==> config.mk <==
export PLATFORM = sky130hd
export DESIGN_NAME = keccak_sponge_ctrl_flat
export DESIGN_NICKNAME = d
export VERILOG_FILES = /design/src/rtl/keccak_sponge_ctrl.sv /design/src/rtl/keccak_sponge_ctrl_if.sv /design/src/flat_wrapper.sv
export SDC_FILE = /design/constraint.sdc
export NUM_CORES = 1
export LEC_CHECK = 0
export ABC_CLOCK_PERIOD_IN_PS = 3200
export CORE_MARGIN = 5
export CORE_UTILIZATION = 26
export CTS_CLUSTER_DIAMETER = 40
export DETAILED_ROUTE_END_ITERATION = 10
export HOLD_SLACK_MARGIN = 0.06
export PLACE_DENSITY = 0.61
export SYNTH_ARGS = -nofsm -noshare
export SYNTH_HDL_FRONTEND = slang
export SYNTH_SLANG_ARGS = --single-unit
==> constraint.sdc <==
create_clock -name clk -period 3.2 [get_ports clk]
set_clock_uncertainty 0.1 [all_clocks]
set_input_delay 0.64 -clock clk [delete_from_list [all_inputs] [get_ports clk]]
set_output_delay 0.64 -clock clk [all_outputs]
set_load 0.1 [all_outputs]
==> src/rtl/keccak_sponge_ctrl.sv <==
// -----------------------------------------------------------------------------
// keccak_pkg
//   Shared widths, FSM state encoding and the per-mode sponge configuration.
//
// keccak_sponge_ctrl
//   Sequencing FSM for an external Keccak sponge datapath. Absorbs message
//   lanes (issuing byte-masked lane XOR strobes), starts the permutation each
//   time the rate fills, commits the suffix padder at end of message, then
//   squeezes output lanes (fixed count for SHA3, until stop_i for SHAKE).
//   Ports:
//     clk, rst_n : clock, asynchronous active-low reset
//     bus        : keccak_sponge_ctrl_if.slave (command, lane streams,
//                  padder / permutation controls, status)
// -----------------------------------------------------------------------------
package keccak_pkg;
  localparam int LANE_BYTES        = 8;
  localparam int RATE_WIDTH        = 11;  // holds 1344
  localparam int BYTE_ABSORB_WIDTH = 8;   // holds 168 (largest rate in bytes)

  typedef enum logic [2:0] {
    ST_IDLE, ST_ABSORB, ST_PERM_ABS, ST_PAD, ST_PERM_PAD, ST_SQUEEZE, ST_PERM_SQZ
  } state_e;

  typedef struct packed {
    logic [RATE_WIDTH-1:0] rate;          // bits
    logic [4:0]            rate_lanes;    // rate / 64
    logic [4:0]            digest_lanes;  // SHA3 output length; unused for XOF
    logic [7:0]            suffix;
    logic                  xof;           // SHAKE: squeeze until stop_i
  } mode_cfg_t;

  function automatic mode_cfg_t mode_cfg(input logic [1:0] mode);
    mode_cfg_t cfg;
    case (mode)
      2'd0:    cfg = '{rate: 11'd1088, rate_lanes: 5'd17, digest_lanes: 5'd4, suffix: 8'h06, xof: 1'b0};
      2'd1:    cfg = '{rate: 11'd576,  rate_lanes: 5'd9,  digest_lanes: 5'd8, suffix: 8'h06, xof: 1'b0};
      2'd2:    cfg = '{rate: 11'd1344, rate_lanes: 5'd21, digest_lanes: 5'd0, suffix: 8'h1F, xof: 1'b1};
      default: cfg = '{rate: 11'd1088, rate_lanes: 5'd17, digest_lanes: 5'd0, suffix: 8'h1F, xof: 1'b1};
    endcase
    return cfg;
  endfunction
endpackage

module keccak_sponge_ctrl
  import keccak_pkg::*;
#(
  parameter int LANE_BYTES = keccak_pkg::LANE_BYTES,
  parameter int RATE_W     = RATE_WIDTH,
  parameter int BA_W       = BYTE_ABSORB_WIDTH
) (
  input  logic                clk,
  input  logic                rst_n,
  keccak_sponge_ctrl_if.slave bus
);

  state_e          state_q, state_d;
  mode_cfg_t       cfg_q, cfg_d;
  logic [BA_W-1:0] count_q, count_d;     // bytes absorbed into current block
  logic            pending_q, pending_d; // message ended exactly on a block boundary
  logic [4:0]      sq_idx_q, sq_idx_d;   // next lane to squeeze
  logic            entry_q;              // first cycle spent in state_q
  logic            done_q;

  logic [BA_W-1:0] count_sum;
  logic [BA_W-1:0] rate_bytes;
  logic [4:0]      sq_last;
  logic            stop_req;
  logic            out_fire;
  logic            in_fire;

  assign count_sum  = count_q + BA_W'(bus.in_bytes_i);
  assign rate_bytes = BA_W'(cfg_q.rate >> 3);
  assign sq_last    = cfg_q.xof ? cfg_q.rate_lanes - 5'd1 : cfg_q.digest_lanes - 5'd1;
  assign in_fire    = (state_q == ST_ABSORB) && bus.in_valid_i;
  // stop_i wins over a simultaneous squeeze handshake and only exists for XOF.
  assign stop_req   = (state_q == ST_SQUEEZE) && cfg_q.xof && bus.stop_i;
  assign out_fire   = (state_q == ST_SQUEEZE) && bus.out_ready_i && !stop_req;

  // State register
  always_ff @(posedge clk or negedge rst_n) begin
    if (!rst_n) begin
      state_q   <= ST_IDLE;
      cfg_q     <= '0;
      count_q   <= '0;
      pending_q <= 1'b0;
      sq_idx_q  <= '0;
      entry_q   <= 1'b0;
      done_q    <= 1'b0;
    end else begin
      // NOTE: non-blocking assignments so every register samples pre-edge values.
      state_q   <= state_d;
      cfg_q     <= cfg_d;
      count_q   <= count_d;
      pending_q <= pending_d;
      sq_idx_q  <= sq_idx_d;
      entry_q   <= (state_d != state_q);
      done_q    <= (state_q == ST_SQUEEZE) && (state_d == ST_IDLE);
    end
  end

  // Next-state logic
  always_comb begin
    // NOTE: hold-value defaults up front keep this block free of inferred latches.
    state_d   = state_q;
    cfg_d     = cfg_q;
    count_d   = count_q;
    pending_d = pending_q;
    sq_idx_d  = sq_idx_q;
    unique case (state_q)
      ST_IDLE: begin
        if (bus.start_i) begin
          cfg_d     = mode_cfg(bus.mode_i);
          count_d   = '0;
          pending_d = 1'b0;
          sq_idx_d  = '0;
          state_d   = ST_ABSORB;
        end
      end
      ST_ABSORB: begin
        if (in_fire) begin
          count_d = count_sum;
          if (count_sum >= rate_bytes) begin
            // A last lane that fills the block still needs a full padding block.
            pending_d = bus.in_last_i;
            state_d   = ST_PERM_ABS;
          end else if (bus.in_last_i) begin
            state_d = ST_PAD;
          end
        end
      end
      ST_PERM_ABS: begin
        if (bus.perm_done_i) begin
          count_d = '0;
          if (pending_q) begin
            pending_d = 1'b0;
            state_d   = ST_PAD;
          end else begin
            state_d = ST_ABSORB;
          end
        end
      end
      ST_PAD: state_d = ST_PERM_PAD;
      ST_PERM_PAD: begin
        if (bus.perm_done_i) begin
          sq_idx_d = '0;
          state_d  = ST_SQUEEZE;
        end
      end
      ST_SQUEEZE: begin
        if (stop_req) begin
          sq_idx_d = '0;
          state_d  = ST_IDLE;
        end else if (out_fire) begin
          if (sq_idx_q == sq_last) begin
            sq_idx_d = '0;
            state_d  = cfg_q.xof ? ST_PERM_SQZ : ST_IDLE;
          end else begin
            sq_idx_d = sq_idx_q + 5'd1;
          end
        end
      end
      ST_PERM_SQZ: begin
        if (bus.perm_done_i) begin
          sq_idx_d = '0;
          state_d  = ST_SQUEEZE;
        end
      end
      default: state_d = ST_IDLE;
    endcase
  end

  // Outputs
  always_comb begin
    bus.in_ready_o       = (state_q == ST_ABSORB);
    bus.clear_state_o    = (state_q == ST_IDLE) && bus.start_i;
    bus.lane_wr_en_o     = in_fire && (bus.in_bytes_i != 4'd0);
    bus.lane_idx_o       = '0;
    bus.lane_bytes_o     = '0;
    if (bus.lane_wr_en_o) begin
      bus.lane_idx_o   = 5'(count_q / BA_W'(LANE_BYTES));
      bus.lane_bytes_o = bus.in_bytes_i;
    end
    bus.rate_o           = RATE_W'(cfg_q.rate);
    bus.suffix_o         = cfg_q.suffix;
    bus.bytes_absorbed_o = count_q;
    bus.pad_en_o         = (state_q == ST_PAD);
    // Every PERM_* state is entered from a non-PERM state, so the entry pulse
    // can never land on two consecutive cycles.
    bus.perm_start_o     = entry_q &&
                           (state_q inside {ST_PERM_ABS, ST_PERM_PAD, ST_PERM_SQZ});
    bus.out_valid_o      = (state_q == ST_SQUEEZE);
    bus.out_lane_idx_o   = sq_idx_q;
    bus.busy_o           = (state_q != ST_IDLE);
    bus.done_o           = done_q;
  end

endmodule

==> src/rtl/keccak_sponge_ctrl_if.sv <==
// -----------------------------------------------------------------------------
// keccak_sponge_ctrl_if
//   Bundles every non-clock signal of the Keccak sponge sequencer.
//   slave  : the controller's view (drives *_o, samples *_i)
//   master : the environment's view (message source, padder, permutation core,
//            squeeze consumer)
//   Groups : command (start/mode/stop), message lane stream, state-array
//            write strobes, padder controls, permutation handshake,
//            squeeze lane stream, status.
// -----------------------------------------------------------------------------
interface keccak_sponge_ctrl_if #(
  parameter int RATE_W = 11,
  parameter int BA_W   = 8
);
  // Command
  logic              start_i;
  logic [1:0]        mode_i;
  logic              stop_i;
  // Message lane stream
  logic              in_valid_i;
  logic              in_ready_o;
  logic              in_last_i;
  logic [3:0]        in_bytes_i;
  // State array write strobes
  logic              clear_state_o;
  logic              lane_wr_en_o;
  logic [4:0]        lane_idx_o;
  logic [3:0]        lane_bytes_o;
  // Padder
  logic [RATE_W-1:0] rate_o;
  logic [7:0]        suffix_o;
  logic [BA_W-1:0]   bytes_absorbed_o;
  logic              pad_en_o;
  // Permutation core
  logic              perm_start_o;
  logic              perm_done_i;
  // Squeeze lane stream
  logic              out_valid_o;
  logic              out_ready_i;
  logic [4:0]        out_lane_idx_o;
  // Status
  logic              busy_o;
  logic              done_o;

  modport slave (
    input  start_i, mode_i, stop_i,
    input  in_valid_i, in_last_i, in_bytes_i,
    output in_ready_o,
    output clear_state_o, lane_wr_en_o, lane_idx_o, lane_bytes_o,
    output rate_o, suffix_o, bytes_absorbed_o, pad_en_o,
    output perm_start_o,
    input  perm_done_i,
    output out_valid_o, out_lane_idx_o,
    input  out_ready_i,
    output busy_o, done_o
  );

  modport master (
    output start_i, mode_i, stop_i,
    output in_valid_i, in_last_i, in_bytes_i,
    input  in_ready_o,
    input  clear_state_o, lane_wr_en_o, lane_idx_o, lane_bytes_o,
    input  rate_o, suffix_o, bytes_absorbed_o, pad_en_o,
    input  perm_start_o,
    output perm_done_i,
    input  out_valid_o, out_lane_idx_o,
    output out_ready_i,
    input  busy_o, done_o
  );
endinterface

==> src/flat_wrapper.sv <==
// flat-port wrapper written by rule: the top's interface ports become plain ports
module keccak_sponge_ctrl_flat import keccak_pkg::*;
#(
  parameter int LANE_BYTES = keccak_pkg::LANE_BYTES,
  parameter int RATE_W     = RATE_WIDTH,
  parameter int BA_W       = BYTE_ABSORB_WIDTH
)
  (clk, rst_n, bus_start_i, bus_mode_i, bus_stop_i, bus_in_valid_i, bus_in_last_i, bus_in_bytes_i, bus_in_ready_o, bus_clear_state_o, bus_lane_wr_en_o, bus_lane_idx_o, bus_lane_bytes_o, bus_rate_o, bus_suffix_o, bus_bytes_absorbed_o, bus_pad_en_o, bus_perm_start_o, bus_perm_done_i, bus_out_valid_o, bus_out_lane_idx_o, bus_out_ready_i, bus_busy_o, bus_done_o);
  keccak_sponge_ctrl_if #(.RATE_W(RATE_W), .BA_W(BA_W)) bus_i ();
  input  logic clk;
  input  logic rst_n;
  input wire logic [$bits(bus_i.start_i)-1:0] bus_start_i;
  input wire logic [$bits(bus_i.mode_i)-1:0] bus_mode_i;
  input wire logic [$bits(bus_i.stop_i)-1:0] bus_stop_i;
  input wire logic [$bits(bus_i.in_valid_i)-1:0] bus_in_valid_i;
  input wire logic [$bits(bus_i.in_last_i)-1:0] bus_in_last_i;
  input wire logic [$bits(bus_i.in_bytes_i)-1:0] bus_in_bytes_i;
  output wire logic [$bits(bus_i.in_ready_o)-1:0] bus_in_ready_o;
  output wire logic [$bits(bus_i.clear_state_o)-1:0] bus_clear_state_o;
  output wire logic [$bits(bus_i.lane_wr_en_o)-1:0] bus_lane_wr_en_o;
  output wire logic [$bits(bus_i.lane_idx_o)-1:0] bus_lane_idx_o;
  output wire logic [$bits(bus_i.lane_bytes_o)-1:0] bus_lane_bytes_o;
  output wire logic [$bits(bus_i.rate_o)-1:0] bus_rate_o;
  output wire logic [$bits(bus_i.suffix_o)-1:0] bus_suffix_o;
  output wire logic [$bits(bus_i.bytes_absorbed_o)-1:0] bus_bytes_absorbed_o;
  output wire logic [$bits(bus_i.pad_en_o)-1:0] bus_pad_en_o;
  output wire logic [$bits(bus_i.perm_start_o)-1:0] bus_perm_start_o;
  input wire logic [$bits(bus_i.perm_done_i)-1:0] bus_perm_done_i;
  output wire logic [$bits(bus_i.out_valid_o)-1:0] bus_out_valid_o;
  output wire logic [$bits(bus_i.out_lane_idx_o)-1:0] bus_out_lane_idx_o;
  input wire logic [$bits(bus_i.out_ready_i)-1:0] bus_out_ready_i;
  output wire logic [$bits(bus_i.busy_o)-1:0] bus_busy_o;
  output wire logic [$bits(bus_i.done_o)-1:0] bus_done_o;
  assign bus_i.start_i = bus_start_i;
  assign bus_i.mode_i = bus_mode_i;
  assign bus_i.stop_i = bus_stop_i;
  assign bus_i.in_valid_i = bus_in_valid_i;
  assign bus_i.in_last_i = bus_in_last_i;
  assign bus_i.in_bytes_i = bus_in_bytes_i;
  assign bus_in_ready_o = bus_i.in_ready_o;
  assign bus_clear_state_o = bus_i.clear_state_o;
  assign bus_lane_wr_en_o = bus_i.lane_wr_en_o;
  assign bus_lane_idx_o = bus_i.lane_idx_o;
  assign bus_lane_bytes_o = bus_i.lane_bytes_o;
  assign bus_rate_o = bus_i.rate_o;
  assign bus_suffix_o = bus_i.suffix_o;
  assign bus_bytes_absorbed_o = bus_i.bytes_absorbed_o;
  assign bus_pad_en_o = bus_i.pad_en_o;
  assign bus_perm_start_o = bus_i.perm_start_o;
  assign bus_i.perm_done_i = bus_perm_done_i;
  assign bus_out_valid_o = bus_i.out_valid_o;
  assign bus_out_lane_idx_o = bus_i.out_lane_idx_o;
  assign bus_i.out_ready_i = bus_out_ready_i;
  assign bus_busy_o = bus_i.busy_o;
  assign bus_done_o = bus_i.done_o;
  keccak_sponge_ctrl #(.LANE_BYTES(LANE_BYTES), .RATE_W(RATE_W), .BA_W(BA_W)) u_core (.clk(clk), .rst_n(rst_n), .bus(bus_i));
endmodule
Yosys cells after proc, flatten, opt, wreduce, memory -nomap -nowiden
Index checks and enable logic that the tools add are counted.

cells by class
  add/subtract/negate cells = 4
  magnitude comparators = 1
  equality and inequality tests = 16
  multiplexer cells = 31
  reduce and logical (&&, ||, !) cells = 23

operators with widths
  cell                                                                count
  30-bit one-hot mux with 3 select lines                              1
  5-bit 2-to-1 mux                                                    7
  3-bit 2-to-1 mux                                                    10
  8-bit 2-to-1 mux                                                    3
  8-bit one-hot mux with 3 select lines                               1
  3-bit one-hot mux with 6 select lines                               1
  5-bit one-hot mux with 3 select lines                               1
  3-bit nonzero test                                                  4
  5-bit by 1-bit subtractor with 5-bit output, second input constant  2
  3-bit == test, second input constant                                3
  1-bit logical AND                                                   9
  8-bit by 4-bit adder with 8-bit output                              1
  8-bit greater-or-equal comparator                                   1
  4-bit AND reduction                                                 2
  3-bit by 2-bit == test with 1-bit output, second input constant     2
  3-bit logical NOT                                                   2
  2-bit by 1-bit != test with 1-bit output, second input constant     3
  5-bit by 1-bit adder with 5-bit output, second input constant       1
  5-bit == test                                                       1
  5-bit AND reduction                                                 1
  1-bit 2-to-1 mux                                                    4
  4-bit 2-to-1 mux                                                    1
  2-bit != test, second input constant                                2
  4-bit nonzero test                                                  1
  11 further kinds                                                    11

word-level totals
  register bits after elaboration = 49
  bits of input ports = 14
  output and inout bits = 49
  word-level logic and storage cells = 86

Logic depth before layout (Yosys ltp)
  word-level depth = 10
  gate-level depth with buffers = 12
  gate-level depth less buffers = 12

Worst setup path before layout
OpenSTA, ideal clock, no wires.

  kind = reg-to-output
  from = reg u_core.state_q[2]
  to = out bus_lane_idx_o[0]
  data arrival time = 3963 ps
  required time = 2460 ps
  path slack = -1503 ps
  cell stages (with the launch flop) = 5
  cell sequence = dfrtp_1 nor3b_4 nand2_1 nor2_1 and2_1

on the way
  cells in the longest elaborated chain, start to end = 4

RTL lines
  item                                      line                       text
  from (decl)                               keccak_sponge_ctrl.sv:56   state_e state_q, state_d;
  from (signal assigned)                    keccak_sponge_ctrl.sv:91   state_q <= state_d;
  3-bit by 1-bit == test with 1-bit output  -
  net bus_in_ready_o                        flat_wrapper.sv:18         output wire logic [$bits(bus_i.in_ready_o)-1:0] bus_in_ready_o;
  1-bit logical AND                         keccak_sponge_ctrl.sv:74   assign in_fire = (state_q == ST_ABSORB) && bus.in_valid_i;
  1-bit logical AND                         keccak_sponge_ctrl.sv:176  bus.lane_wr_en_o = in_fire && (bus.in_bytes_i != 4'd0);
  net bus_lane_wr_en_o                      flat_wrapper.sv:20         output wire logic [$bits(bus_i.lane_wr_en_o)-1:0] bus_lane_wr_en_o;
  5-bit 2-to-1 mux                          keccak_sponge_ctrl.sv:179  if (bus.lane_wr_en_o) begin
  to (decl)                                 flat_wrapper.sv:21         output wire logic [$bits(bus_i.lane_idx_o)-1:0] bus_lane_idx_o;

The timed path passes the listed nets, and every way through them passes these cells.

Worst setup path in the final report
  from = in bus_in_bytes_i[3]
  to = reg u_core.entry_q

on the way
  cells in the longest elaborated chain, start to end = 6

RTL lines
  item                                    line                       text
  from (decl)                             flat_wrapper.sv:17         input wire logic [$bits(bus_i.in_bytes_i)-1:0] bus_in_bytes_i;
  8-bit by 4-bit adder with 8-bit output  keccak_sponge_ctrl.sv:71   assign count_sum = count_q + BA_W'(bus.in_bytes_i);
  8-bit greater-or-equal comparator       keccak_sponge_ctrl.sv:122  if (count_sum >= rate_bytes) begin
  3-bit 2-to-1 mux                        keccak_sponge_ctrl.sv:122
  3-bit 2-to-1 mux                        keccak_sponge_ctrl.sv:120  if (in_fire) begin
  3-bit one-hot mux with 6 select lines   keccak_sponge_ctrl.sv:109  unique case (state_q)
  3-bit != test                           keccak_sponge_ctrl.sv:96   entry_q <= (state_d != state_q);
  to (signal assigned)                    keccak_sponge_ctrl.sv:96
  to (decl)                               keccak_sponge_ctrl.sv:61   logic entry_q;

No other way between the ends.
A chain may end at the register's enable or synchronous reset.

==> impl_metrics.toml <==
[finish]
drive_gt1_share_pct = 30.2
antenna_cells = 0
area_delta_synth_final_pct = 38.7
final_cell_mix = "buf_4, nand2_1, dfrtp_1"
final_util_pct = 37.2
regArea_um2 = 631
fillCellCount = 776
num-nets-final = 304
final_common_cell = "buf_4"
multi_input_area_um2 = 1190

[global_route]
grt_max_degree = 26
track_usage_pct = 10.5
antenna_found_initial = 0
grt_pass1_wl_um = 8310
grt_overflow = 0
grt_pass1_vias = 1690

[timing]
hold_viol_final = 0
tns_ps = 0
max_freq_ghz = 0.337
period_minus_slack_ps = 2960
rsz0062_at_grt = "no"
slew_violations = 0
layout_worst_path_cycle_share_pct = 92.6
finalSetupViolCount = 0

[worst_setup_path]
worst_setup_path_start_kind = "input port"
crit_type = "in2reg"
cp_data_arrival_time_ps = 3030
cp.required_ps = 3260
r2r-start = "u_core.bus.bytes_absorbed_o[0]"
critPathCaptureType = "flip-flop"
critical_path.startpoint = "bus_in_bytes_i[3]"
worstPathMaxFanout = 3

[clock_tree]
numCtsBuffers = 3
cts_tree = "built"
clock_latency_ps = 270
cts_root_buf = "clkbuf_8"
path_clk_slew_ps = 100
clkSinkCount = 25
clockBufferDepth = 2
htreeDepth = 1

[floorplanning]
design.die.area_um2 = 9360
floorplan.initialDensity_pct = 26.8
io_pins = 63
die_h_um = 96.8
die_w_um = 96.8
core_area_um2 = 7290
std_cell_rows = 31

[drt]
drt_iter0_markers = 87
ant_nets = 0
vias_per_cell = 4.58
num_vias = 1726
drtPass1Iterations = 4
finalWirelength_um = 5100
drc = 0
wl_per_cell_um = 13.5

[synthesis]
yosysUniqueCellTypes = 53
yosysTopAreaCell = "dfrtp_1"
ys_seq_area_share_pct = 32.0
avgSynthCellArea_um2 = 8.70
synthFlopType = "dfrtp_1"
synth_top_area_share_pct = 32.0
ys_async_sr_fraction_pct = 100
syn_area_um2 = 1960
postSynthCellCount = 225
yosys-top-cells-area = "dfrtp_1, buf_4, ha_1"
yosysWarnings = 0
synth_edf_count = 0
synth_seq_cells = 25

[worst_hold_path]
hold_class = "reg2reg"
min_from = "u_core.cfg_q[11]"

[place]
place_hpwl_um = 4050
port-buffer-count = 52
place_congestion = 0.784

[job]
max-cap-violations = 0

[outcome]
status = "completed"
-- cells in the mapped netlist (2+ instances only) --
cell and number:
nand3b_1 3, o21a_1 2, o31ai_1 3, and3b_1 3, xor2_1 3, o221ai_1 2, a31oi_1 2, nor3b_1 3
xnor2_1 4, o22ai_1 2, dfrtp_1 25, nor4_1 2, o211ai_1 2, a22o_1 4, nor3_1 2, mux2i_1 3
a21o_1 3, nand2_1 24, o21ai_0 13, nand3_1 6, a21oi_1 9, nor2b_1 2, ha_1 10, nor2_1 12
buf_2 5, and3_1 4, buf_4 20, nand2b_1 4, inv_1 14, and2_1 11
-- final timing paths --
kind	endpoint	slack (ps)	depth (start not counted)
max	u_core.entry_q	240	11
min	u_core.cfg_q[11]	430	2
max reg2reg	u_core.entry_q	340	12
min reg2reg	u_core.cfg_q[11]	430	2
max in group asynchronous	u_core.bus.bytes_absorbed_o[3]	2120	2
min in group asynchronous	u_core.pending_q	620	2
-- worst max-delay path: stages --
cell and delay, ps:
clkdlybuf4s50_1 480, ha_1 240, buf_4 160, a21oi_2 170
nor2_2 70, xor2_1 160, ha_1 330, nand2_1 70
nand4_1 100, o31a_1 330, a2111o_1 280
-- flip-flops by register name (all words and copies together) (netlist names) --
register / flops
u_core.pending_q: 1
u_core.state_q: 3
u_core.entry_q: 1
u_core.bus.rate_o: 3
u_core.bus.bytes_absorbed_o: 8
u_core.bus.done_o: 1
u_core.bus.out_lane_idx_o: 5
u_core.cfg_q: 1
u_core.bus.suffix_o: 2
-- cell type report --
cell class | instances | area share, %
clock inverters | 1 | 0.184
repair buffers | 65 | 24.5
well taps | 99 | 4.56
inverters | 14 | 1.94
clock buffers | 3 | 1.52
multi-input cells | 170 | 44.0
flip-flops and latches | 25 | 23.2
-- logic make-up after synthesis --
logic type	share of synthesized area [%]
other	0.192
adder cells (fa/ha/maj)	7.42
multiplexers	1.53
buffers and inverters	11.6
AND/OR/NAND/NOR	23.3
AO/OA/AOI/OAI	19.6
XOR/XNOR	4.35
flip-flops	32.0
-- routing by layer --
| metal | routed length [µm] | global-route usage, % | vias to the layer above | share of wire, % |
|---|---|---|---|---|
| li1 | - | - | 867 | - |
| met5 | 0 | 0 | - | 0 |
| met1 | 2320 | 13.4 | 819 | 45 |
| met2 | 2500 | 18.2 | 38 | 49 |
| met4 | 29 | 1.94 | 0 | 0.57 |
| met3 | 253 | 2.45 | 2 | 5.0 |
-- through the flow --
step           cells  area [µm²]  hold slack (ps)  worst slack, ps
2_1_floorplan    234        2020              244             -196
3_5_place_dp     371        2620              417             -428
3_3_place_gp     371        2620              405             -330
6_report         377        2710              432              237
4_1_cts          375        2670              438             12.8
5_1_grt          377        2710              447             68.9
-- timing repair --
action,in CTS,in global routing
pin swaps,0,13
resized for setup,4,7
hold buffers,0,0
buffers inserted,0,2
gates cloned,0,0
endpoints found under the setup margin,4,4
Power is not shown: default switching activity piles up to over one toggle a cycle in this logic, so the estimate is an artifact.
